## config.mk

```make
export PLATFORM = sky130hd
export DESIGN_NAME = y86_stage_sequencer
export DESIGN_NICKNAME = d
export VERILOG_FILES = /design/src/rtl/y86_stage_sequencer.sv
export SDC_FILE = /design/constraint.sdc
export NUM_CORES = 1
export LEC_CHECK = 0
export CAP_MARGIN = 20
export CORE_UTILIZATION = 60
export CTS_CLUSTER_SIZE = 40
export DETAILED_ROUTE_END_ITERATION = 16
export DONT_BUFFER_PORTS = 1
export PLACE_DENSITY = 0.76
export SLEW_MARGIN = 10
export SYNTH_ARGS = -nofsm -noshare
export SYNTH_HDL_FRONTEND = slang
export SYNTH_SLANG_ARGS = --single-unit
```

## constraint.sdc

```tcl
create_clock -name clk -period 2.4 [get_ports clk]
set_input_delay 0.36 -clock clk [delete_from_list [all_inputs] [get_ports clk]]
set_output_delay 0.36 -clock clk [all_outputs]
set_load 0.1 [all_outputs]
```

## src/rtl/y86_stage_sequencer.sv

```systemverilog
// y86_stage_sequencer: multi-cycle control FSM for the sequential Y86-64 core.
// Steps each instruction through FETCH/DECODE/EXEC/MEM/WB/PCUPD, issuing one-cycle
// stage strobes, handshakes with data RAM (with timeout), and owns status and the
// retired-instruction count.
// Optional feature macro: SEQ_SINGLE_STEP_EN (adds `step` input and a PAUSE state
// after every PCUPD).
module y86_stage_sequencer #(
    parameter int unsigned MEM_TIMEOUT = 16,
    parameter int unsigned CNT_W       = 32
) (
    input  logic             clk,
    input  logic             rst,
    input  logic             start,
    input  logic [3:0]       icode,
    input  logic             imem_error,
    input  logic             instr_valid,
    input  logic             mem_ack,
    input  logic             dmem_error,
`ifdef SEQ_SINGLE_STEP_EN
    input  logic             step,
`endif
    output logic             fetch_en,
    output logic             decode_en,
    output logic             exec_en,
    output logic             mem_req,
    output logic             wb_en,
    output logic             pc_we,
    output logic [2:0]       stat,
    output logic             halted,
    output logic             busy,
    output logic [CNT_W-1:0] instr_count
);

    localparam int unsigned WAIT_W = (MEM_TIMEOUT < 2) ? 1 : $clog2(MEM_TIMEOUT);
    localparam logic [WAIT_W-1:0] WAIT_LAST = WAIT_W'(MEM_TIMEOUT - 1);

    localparam logic [2:0] STAT_AOK = 3'd1;
    localparam logic [2:0] STAT_HLT = 3'd2;
    localparam logic [2:0] STAT_ADR = 3'd3;
    localparam logic [2:0] STAT_INS = 3'd4;

    typedef enum logic [3:0] {
        S_IDLE,
        S_FETCH,
        S_DECODE,
        S_EXEC,
        S_MEM,
        S_WB,
        S_PCUPD,
        S_HALT
`ifdef SEQ_SINGLE_STEP_EN
        , S_PAUSE
`endif
    } state_e;

    state_e            state_q, state_d;
    logic [2:0]        stat_q, stat_d;
    logic [WAIT_W-1:0] wait_q, wait_d;
    logic [CNT_W-1:0]  cnt_q, cnt_d;

    logic fetch_q, decode_q, exec_q, mem_q, wb_q, pcwe_q, halted_q, busy_q;
    logic is_mem_c;

    // Instructions that touch data memory: rmmovq, mrmovq, call, ret, pushq, popq
    always_comb begin
        is_mem_c = 1'b0;
        case (icode)
            4'h4, 4'h5, 4'h8, 4'h9, 4'hA, 4'hB: is_mem_c = 1'b1;
            default:                            is_mem_c = 1'b0;
        endcase
    end

    // Next-state, status, memory wait counter and retire counter
    always_comb begin
        state_d = state_q;
        stat_d  = stat_q;
        wait_d  = wait_q;
        cnt_d   = cnt_q;
        case (state_q)
            S_IDLE: begin
                if (start) state_d = S_FETCH;
            end
            S_FETCH: begin
                if (imem_error) begin
                    state_d = S_HALT;
                    stat_d  = STAT_ADR;
                end else if (!instr_valid) begin
                    state_d = S_HALT;
                    stat_d  = STAT_INS;
                end else if (icode == 4'h0) begin
                    state_d = S_HALT;
                    stat_d  = STAT_HLT;
                end else begin
                    state_d = S_DECODE;
                end
            end
            S_DECODE: state_d = S_EXEC;
            S_EXEC: begin
                if (is_mem_c) begin
                    state_d = S_MEM;
                    wait_d  = '0;
                end else begin
                    state_d = S_WB;
                end
            end
            S_MEM: begin
                if (mem_ack) begin
                    if (dmem_error) begin
                        state_d = S_HALT;
                        stat_d  = STAT_ADR;
                    end else begin
                        state_d = S_WB;
                    end
                end else if (wait_q == WAIT_LAST) begin
                    state_d = S_HALT;
                    stat_d  = STAT_ADR;
                end else begin
                    wait_d = wait_q + WAIT_W'(1);
                end
            end
            S_WB: state_d = S_PCUPD;
            S_PCUPD: begin
                cnt_d = (cnt_q == {CNT_W{1'b1}}) ? cnt_q : cnt_q + CNT_W'(1);
`ifdef SEQ_SINGLE_STEP_EN
                state_d = S_PAUSE;
`else
                state_d = S_FETCH;
`endif
            end
`ifdef SEQ_SINGLE_STEP_EN
            S_PAUSE: begin
                if (step) state_d = S_FETCH;
            end
`endif
            S_HALT:  state_d = S_HALT;
            default: state_d = S_IDLE;
        endcase
    end

    // State, status and counters; outputs registered from the upcoming state
    always_ff @(posedge clk) begin
        if (rst) begin
            state_q  <= S_IDLE;
            stat_q   <= STAT_AOK;
            wait_q   <= '0;
            cnt_q    <= '0;
            fetch_q  <= 1'b0;
            decode_q <= 1'b0;
            exec_q   <= 1'b0;
            mem_q    <= 1'b0;
            wb_q     <= 1'b0;
            pcwe_q   <= 1'b0;
            halted_q <= 1'b0;
            busy_q   <= 1'b0;
        end else begin
            state_q  <= state_d;
            stat_q   <= stat_d;
            wait_q   <= wait_d;
            cnt_q    <= cnt_d;
            fetch_q  <= (state_d == S_FETCH);
            decode_q <= (state_d == S_DECODE);
            exec_q   <= (state_d == S_EXEC);
            mem_q    <= (state_d == S_MEM);
            wb_q     <= (state_d == S_WB);
            pcwe_q   <= (state_d == S_PCUPD);
            halted_q <= (state_d == S_HALT);
            busy_q   <= (state_d != S_IDLE) && (state_d != S_HALT);
        end
    end

    assign fetch_en    = fetch_q;
    assign decode_en   = decode_q;
    assign exec_en     = exec_q;
    assign mem_req     = mem_q;
    assign wb_en       = wb_q;
    assign pc_we       = pcwe_q;
    assign stat        = stat_q;
    assign halted      = halted_q;
    assign busy        = busy_q;
    assign instr_count = cnt_q;

endmodule

```

# --- Word level (Yosys, flattened, before mapping) ---
# Cells that the tools add are included.
totals:
  inputBits: 11
  wordCells: 75
  regBits: 51
classes:
  bitwise_logic: 1
  eq_ne: 29
  n_mux: 21
  n_addsub: 2
  n_reduce_logical: 10
ops:
  columns: ["op", "n"]
  rows:
  - ["== test 4 x 3 -> 1 bit, second input constant", 10]
  - ["adder 32 x 1 -> 32 bit, second input constant", 1]
  - ["== test 32 bit, second input constant", 1]
  - ["case mux 4 bit (8 select lines)", 1]
  - ["2-to-1 mux 3 bit", 9]
  - ["2-to-1 mux 4 bit", 6]
  - ["== test 4 bit, second input constant", 5]
  - ["== test 4 x 2 -> 1 bit, second input constant", 4]
  - ["== test 4 x 1 -> 1 bit, second input constant", 2]
  - ["zero test 4 bit", 2]
  - ["case mux 4 bit (2 select lines)", 1]
  - ["AND reduction 4 bit", 2]
  - ["!= test 2 bit, second input constant", 3]
  - ["!= test 3 bit, second input constant", 2]
  - ["case mux 3 bit (2 select lines)", 1]
  - ["OR reduction 6 bit", 1]
  - ["adder 4 x 1 -> 4 bit, second input constant", 1]
  - ["!= test 4 x 3 -> 1 bit, second input constant", 1]
  - ["!= test 4 bit, second input constant", 1]
  - ["nonzero test 2 bit", 2]
  - ["nonzero test 4 bit", 1]
  - ["2-to-1 mux 1 bit", 2]
  - ["2-to-1 mux 2 bit", 1]
  - ["AND reduction 2 bit", 1]
  - ["other kinds (2)", 2]

# --- Depth between registers and ports, before layout ---
# Gate-level depths: netlist of run 1.
depth:
  ltp_word: 7
  mapped_depth: 7
  ltp_nobuf: 6

# --- Worst setup path before layout of run 1 ---
# No wires, ideal clock.
synth_path:
  path_type: "reg-to-reg"
  startpoint: "reg cnt_q[25] (netlist: instr_count[25])"
  endpoint: "reg cnt_q[17] (netlist: instr_count[17])"
  setup_ps: 121
  t_required_ps: 2279
  stages_incl_launch_ff: 7
  slack_ps: -406
  synth_period_minus_slack_ps: 2806
  arrival_time_ps: 2684
  path_buffers: 1
  cell_sequence: "dfxtp_1 > nand4_2 > or4_4 > nor4_4 > buf_6 > nor4_1 > mux2_4"
synth_via:
  elab_chain_len: 3
synth_lines:
  columns: ["item", "line", "rtl"]
  rows:
  - ["from (decl)", "59", "logic [CNT_W-1:0] cnt_q, cnt_d;"]
  - ["from (signal assigned)", "159", "cnt_q <= cnt_d;"]
  - ["== test 32 bit", "123", "cnt_d = (cnt_q == {CNT_W{1'b1}}) ? cnt_q : cnt_q + CNT_W'(1);"]
  - ["NOT 1 bit (no source line)", null, null]
  - ["AND reduction 2 bit (no source line)", null, null]
# No other way between the ends.
# A chain may end at the register's enable or synchronous reset.

# --- Worst setup path after layout of run 1 ---
layout_path:
  startpoint: "reg cnt_q[25] (netlist: instr_count[25])"
  endpoint: "reg cnt_q[21] (netlist: instr_count[21])"
# Same word-level chain as after synthesis.

==> results of run 1 <==
[layout by cell type, fill, tap and decap left out, types with 3 or more instances in the layout]
master,n
dfxtp_2,26
nand2b_1,4
nor2_1,21
nand2_1,18
o31ai_1,11
inv_1,5
dfxtp_1,23
xnor2_1,3
and4_1,4
buf_4,47
or3_1,14
nor4_1,7
clkbuf_8,6
o21ai_0,13
a211oi_1,3
and3_1,6
nand3_1,16
nor2b_1,7
a21oi_1,33
nand4_1,7
or4_1,11
a31o_2,4
nor3_1,7
[worst max path at each step]
stage	to	startpoint	slack, ns
after floorplan	instr_count[17]	instr_count[26]	0.01
after global placement	instr_count[9]	instr_count[27]	0.28
after detailed placement	instr_count[9]	instr_count[27]	0.25
after CTS	instr_count[9]	instr_count[25]	0.21
after global routing	instr_count[5]	instr_count[27]	0.04
final	instr_count[21]	instr_count[25]	0.21
[registers in the layout, summed over array words and instances (netlist names)]
| signal | count |
|---|---|
| decode_en | 1 |
| state_q | 4 |
| instr_count | 32 |
| wb_en | 1 |
| busy | 1 |
| mem_req | 1 |
| wait_q | 4 |
| exec_en | 1 |
| pc_we | 1 |
| fetch_en | 1 |
| stat | 3 |
| halted | 1 |
[metal layers]
| layer | vias to the layer above | routed length (um) | global-route usage, % |
|---|---|---|---|
| li1 | 1215 | - | - |
| met1 | 1130 | 2550 | 31.6 |
| met2 | 69 | 2870 | 46.3 |
| met3 | 13 | 300 | 6.51 |
| met4 | 0 | 124 | 13.3 |
| met5 | - | 0 | 0 |
[final cells by class]
| class | count | area, um^2 | area share [%] |
|---|---|---|---|
| Inverter | 5 | 18.8 | 0.625 |
| Sequential cell | 51 | 1060 | 35.3 |
| Tap cell | 50 | 62.6 | 2.08 |
| Timing Repair Buffer | 47 | 353 | 11.7 |
| Multi-Input combinational cell | 227 | 1420 | 47.3 |
| Clock buffer | 6 | 82.6 | 2.75 |
| Clock inverter | 1 | 5.00 | 0.167 |
[worst max-delay path: cells and delay by family (launching register included)]
kind	cells	cell delay, ns
compound gates	2	0.28
buf+inv	1	0.31
flops	1	0.35
simple gates	3	1.17
[per-stage QoR]
stage          area, um^2  util, %  setup WS [ns]  hold slack (ns)
6_report             3000     74.6          0.207            0.112
3_5_place_dp         2920     72.4          0.251            0.428
3_3_place_gp         2920     72.4          0.279            0.426
2_1_floorplan        2580        -         0.0113            0.463
4_1_cts              3000     74.6          0.212            0.101
5_1_grt              3000     74.6         0.0449           0.0955
[power by group through the flow]
stage	clock network (mW)	registers (mW)	logic, mW
final	0.494	0.863	0.108
after global routing	0.537	0.865	0.116
after CTS	0.502	0.863	0.108
after detailed placement	0	0.883	0.107
after global placement	0	0.883	0.106
after floorplan	0	0.924	0.0567
[cell families (layout without fill, tap and decap cells)]
| kind of cell | Yosys count | count (layout) | synth area share, % |
|---|---|---|---|
| simple gates | 141 | 141 | 33.6 |
| compound gates | 77 | 77 | 18.6 |
| flops | 51 | 51 | 40.2 |
| buf+inv | 22 | 59 | 3.79 |
| xor+xnor | 3 | 3 | 1.04 |
| mux | 3 | 3 | 1.63 |
| fa+ha+maj | 2 | 2 | 0.986 |
| other cells | 1 | 1 | 0.148 |
==> flow_summary.yaml, run 1 <==
outcome:
  status: "finished clean"
sta:
  rsz0062_at_grt: "false"
  post-route-min-period_ns: 2.19
  worst_pin_slew_ns: 0.942
  relSlewSlack_pct: 36.4
  setup_violations: 0
  fin_worst_skew_ns: 0.00451
  setup_tns_ns: 0
  slew_violations: 0
  period_share_pct: 91.4
  hold_viol: 0
  max_freq_mhz: 456
route:
  vias: 2427
  drtIter0Drc: 130
  drc_errors: 0
  routed_via_density: 6.27
  first_pass_iters: 4
  wire_per_inst_um: 15.1
  wl_um: 5840
  ant_nets: 0
setup_path:
  cp_max_fo: 24
  max_stage_delay_ns: 0.57
  worstPathCellList: "nand4_2 -> or4_4 -> nor4_4 -> buf_4 -> o21ai_0 -> a21oi_1"
  r2r-end: "instr_count[21]"
  arrival_ns: 2.42
  reg2reg_slack_ns: 0.21
  crit_required_ns: 2.63
  r2r_start: "instr_count[25]"
  start_kind: "flop"
  critical_path_class: "reg -> reg"
  critPathCaptureType: "flop"
  r2r_cells: 6
  critPathSlowestCell: "or4_4"
clock_network:
  ctsResizeCount: 0
  ctsHoldBuffers: 0
  htree_levels: 2
  numCtsBuffers: 5
  clock_latency_ns: 0.30
  cts_setup_buffers: 0
  cts_buffer_depth: 2
  cts_tree: "yes"
  cts-root-buf: "clkbuf_8"
  clk_pin_slew_ns: 0.09
  cts_sinks: 51
pwr:
  total_leakage_power_nw: 1.08
  power_mw: 1.47
  swShare_pct: 24.3
  p_int_mw: 1.11
  sequentialPowerShare_pct: 58.9
  combPwrFrac_pct: 7.4
  ir_worst_vdd_mv: 0.329
  p_clk_share_pct: 33.7
  switchingPower_mw: 0.357
  pwr_density_cell_mw_per_mm2: 488
hold_path:
  min_path_type: "in -> reg"
  min_to: "wait_q[3]"
  hold_depth: 1
  hold_start: "rst"
logic_synthesis:
  yosysWarningCount: 0
  ys_seq_area_share_pct: 40.2
  synth_top_area_share_pct: 40.2
  postSynth.asyncResetShare_pct: 0
  yosys.cell_count.top_type: "dfxtp_1"
  synth_area_mm2: 0.00254
  synthCells: 300
  syn_area_per_cell_um2: 8.46
  synth-seq-cells: 51
  synth_fp_nets: 313
  synth_edf_count: 0
  synth_commonest_cells: "dfxtp_1 (51), a21oi_1 (33), nor2_1 (21)"
  synthFlopType: "dfxtp_1"
  yosys.area.top_type: "dfxtp_1"
  synthTopCellsByArea: "dfxtp_1 (40%), a21oi_1 (6.5%), or3_1 (3.4%)"
  synth_cell_types: 51
global_routing:
  overflow: 0
  grt_pass1_vias: 2190
  grt_max_degree: 51
  antenna_found_initial: 0
  grt_use_total_pct: 27.3
  grt_pass1_wl_um: 9270
final_layout:
  n_antenna_cell: 0
  fillers: 332
  finish.net_count: 350
  layout.cells.non_filler: 387
  syn_to_final_growth_pct: 18.3
  drive_above_1_share_pct: 29.7
floorplanning:
  die-area_mm2: 0.00450
  io-pin-count: 54
  die_height_um: 67.0
  core_mm2: 0.00403
  rows: 23
  start_util_pct: 63.0
  die_width_um: 67.0
placed_design:
  io_buffer_count: 0
  routabilityCongestion: 0.782
  place_hpwl_um: 4220
  place_inst: 380
flow_run:
  drv_cap: 0
No activity file was read; power rests on OpenSTA's default activity.
==> run 2: changes to the inputs <==
--- a/config.mk
+++ b/config.mk
@@ -11,6 +11,7 @@
 export DETAILED_ROUTE_END_ITERATION = 16
 export DONT_BUFFER_PORTS = 1
 export PLACE_DENSITY = 0.76
+export SETUP_SLACK_MARGIN = 0.15
 export SLEW_MARGIN = 10
 export SYNTH_ARGS = -nofsm -noshare
 export SYNTH_HDL_FRONTEND = slang
==> run 2 against run 1 <==
Effect of this change: core utilization up 1.9 points; worst setup slack improved by 0.083 ns; fmax grew 3.9%; via count increased by 0.58%; register-to-register slack better by 0.08 ns; die area unchanged; worst hold slack better by 0.017 ns; sequential cell count unchanged; total power is 0.61% lower; critical endpoint is now instr_count[22]; highest routed layer unchanged.
==> flow_summary.yaml, run 2 (synthesized netlist as in run 1, its figures left out) <==
clock_network:
  numCtsBuffers: 5
  cts_buffer_depth: 2
  cts_sinks: 51
  htree_levels: 2
  ctsHoldBuffers: 0
  clk_pin_slew_ns: 0.09
  cts-root-buf: "clkbuf_8"
  cts_tree: "yes"
  clock_latency_ns: 0.30
pwr:
  sequentialPowerShare_pct: 58.0
  total_leakage_power_nw: 1.10
  switchingPower_mw: 0.360
  p_clk_share_pct: 34.6
  swShare_pct: 24.7
  pwr_density_cell_mw_per_mm2: 473
  power_mw: 1.46
  combPwrFrac_pct: 7.4
  p_int_mw: 1.10
  ir_worst_vdd_mv: 0.474
final_layout:
  drive_above_1_share_pct: 32.0
  final_common_cell: "buf_4"
  largest_register_ffs: 32
  final_util_pct: 76.5
  layout_common_cells: "buf_4 (50), a21oi_1 (33), nor2_1 (21), dfxtp_1 (20), dfxtp_4 (19)"
  syn_to_final_growth_pct: 21.3
  n_antenna_cell: 0
  finish.net_count: 353
sta:
  slew_violations: 0
  hold_slack_ns: 0.129
  post-route-min-period_ns: 2.11
  fin_worst_skew_ns: 0.00619
  max_freq_mhz: 474
  rsz0062_at_grt: "false"
  relSlewSlack_pct: 39.0
  setup_violations: 0
  hold_viol: 0
  period_share_pct: 87.9
  worst_pin_slew_ns: 0.903
  setup_tns_ns: 0
floorplanning:
  start_util_pct: 63.0
  core_mm2: 0.00403
  io-pin-count: 54
  die-area_mm2: 0.00450
  rows: 23
  die_height_um: 67.0
  die_width_um: 67.0
hold_path:
  hold_start: "rst"
  hold_depth: 1
  min_to: "instr_count[24]"
  min_path_type: "in -> reg"
setup_path:
  max_stage_delay_ns: 0.54
  reg2reg_slack_ns: 0.29
  cp_max_fo: 11
  worstPathCellList: "and4bb_2 -> nand4_1 -> nor4_1 -> a21oi_1 -> a31o_2"
  crit_required_ns: 2.59
  critPathCaptureType: "flop"
  critPathSlowestCell: "dfxtp_1"
  r2r-end: "instr_count[22]"
  start_kind: "flop"
  critical_path_class: "reg -> reg"
  arrival_ns: 2.31
  r2r_start: "state_q[2]"
  r2r_cells: 5
flow_run:
  drv_cap: 0
route:
  ant_nets: 0
  wire_per_inst_um: 15.5
  met3_length_um: 286
  drt-met1-wl_um: 2620
  wl_um: 6060
  vias: 2441
  routed.top_layer: "met4"
  first_pass_iters: 4
  drc_errors: 0
  met2WireLength_um: 3070
  drtIter0Drc: 186
  routed_via_density: 6.24
global_routing:
  grt_pass1_wl_um: 9290
  antenna_found_initial: 0
  overflow: 0
  grt_pass1_vias: 2188
  grt_max_degree: 51
  grt_use_total_pct: 26.8
placed_design:
  place_hpwl_um: 4340
  io_buffer_count: 0
  routabilityCongestion: 0.852
outcome:
  status: "finished clean"
-- run 2: cell types whose count changed in the layout (fill, tap and decap cells not counted) --
| cell | change |
|---|---|
| dfxtp_2 | -14 |
| and3_1 | -2 |
| and4_1 | -1 |
| dfxtp_1 | -3 |
| buf_4 | +3 |
| and3_2 | +2 |
| clkbuf_1 | +1 |
| and4_2 | +1 |
| dfxtp_4 | +17 |
-- run 2: critical path, delay by kind of cell, from the launching register on --
family	cells	cell delay (ns)
simple gates	3	1.10
flops	1	0.54
compound gates	2	0.36
-- run 2: power by group through the flow --
stage               Combinational (mW)  Clock [mW]  Sequential (mW)
finish                           0.108       0.504            0.845
global route                     0.115       0.536            0.846
CTS                              0.108       0.508            0.845
detailed placement               0.108           0            0.865
global placement                 0.106           0            0.864
floorplan                       0.0567           0            0.905
-- run 2: layout make-up --
type | instances | area [um^2]
clock buffers | 7 | 86.3
clock inverters | 1 | 5.00
fillers | 316 | 948
inverters | 5 | 18.8
multi-input cells | 227 | 1430
flip-flops and latches | 51 | 1110
well taps | 50 | 62.6
repair buffers | 50 | 375
-- run 2: what timing repair did --
action	CTS	global route
setup buffers	0	2
setup endpoints to repair	0	12
gates resized for setup	0	3
-- run 2: worst max-delay path by stage --
stage                     cells after the start       startpoint              end
after floorplan                               5   instr_count[0]  instr_count[21]
after global placement                        6  instr_count[27]   instr_count[9]
after detailed placement                      6  instr_count[27]   instr_count[9]
after CTS                                     6  instr_count[27]   instr_count[9]
after global routing                          5       state_q[2]  instr_count[22]
final                                         5       state_q[2]  instr_count[22]
-- run 2: through the flow --
step                      std cells  area, um^2  setup slack (ns)
final                           391        3080             0.290
after global routing            391        3080             0.184
after CTS                       389        3060             0.198
after detailed placement        381        2970             0.218
after global placement          381        2970             0.288
after floorplan                 300        2630             0.151
-- run 2: per-layer routing --
layer,GRT usage [%],up-vias
li1,-,1213
met1,30.7,1164
met2,48.6,56
met3,5.31,8
met4,9.04,0
met5,0,-
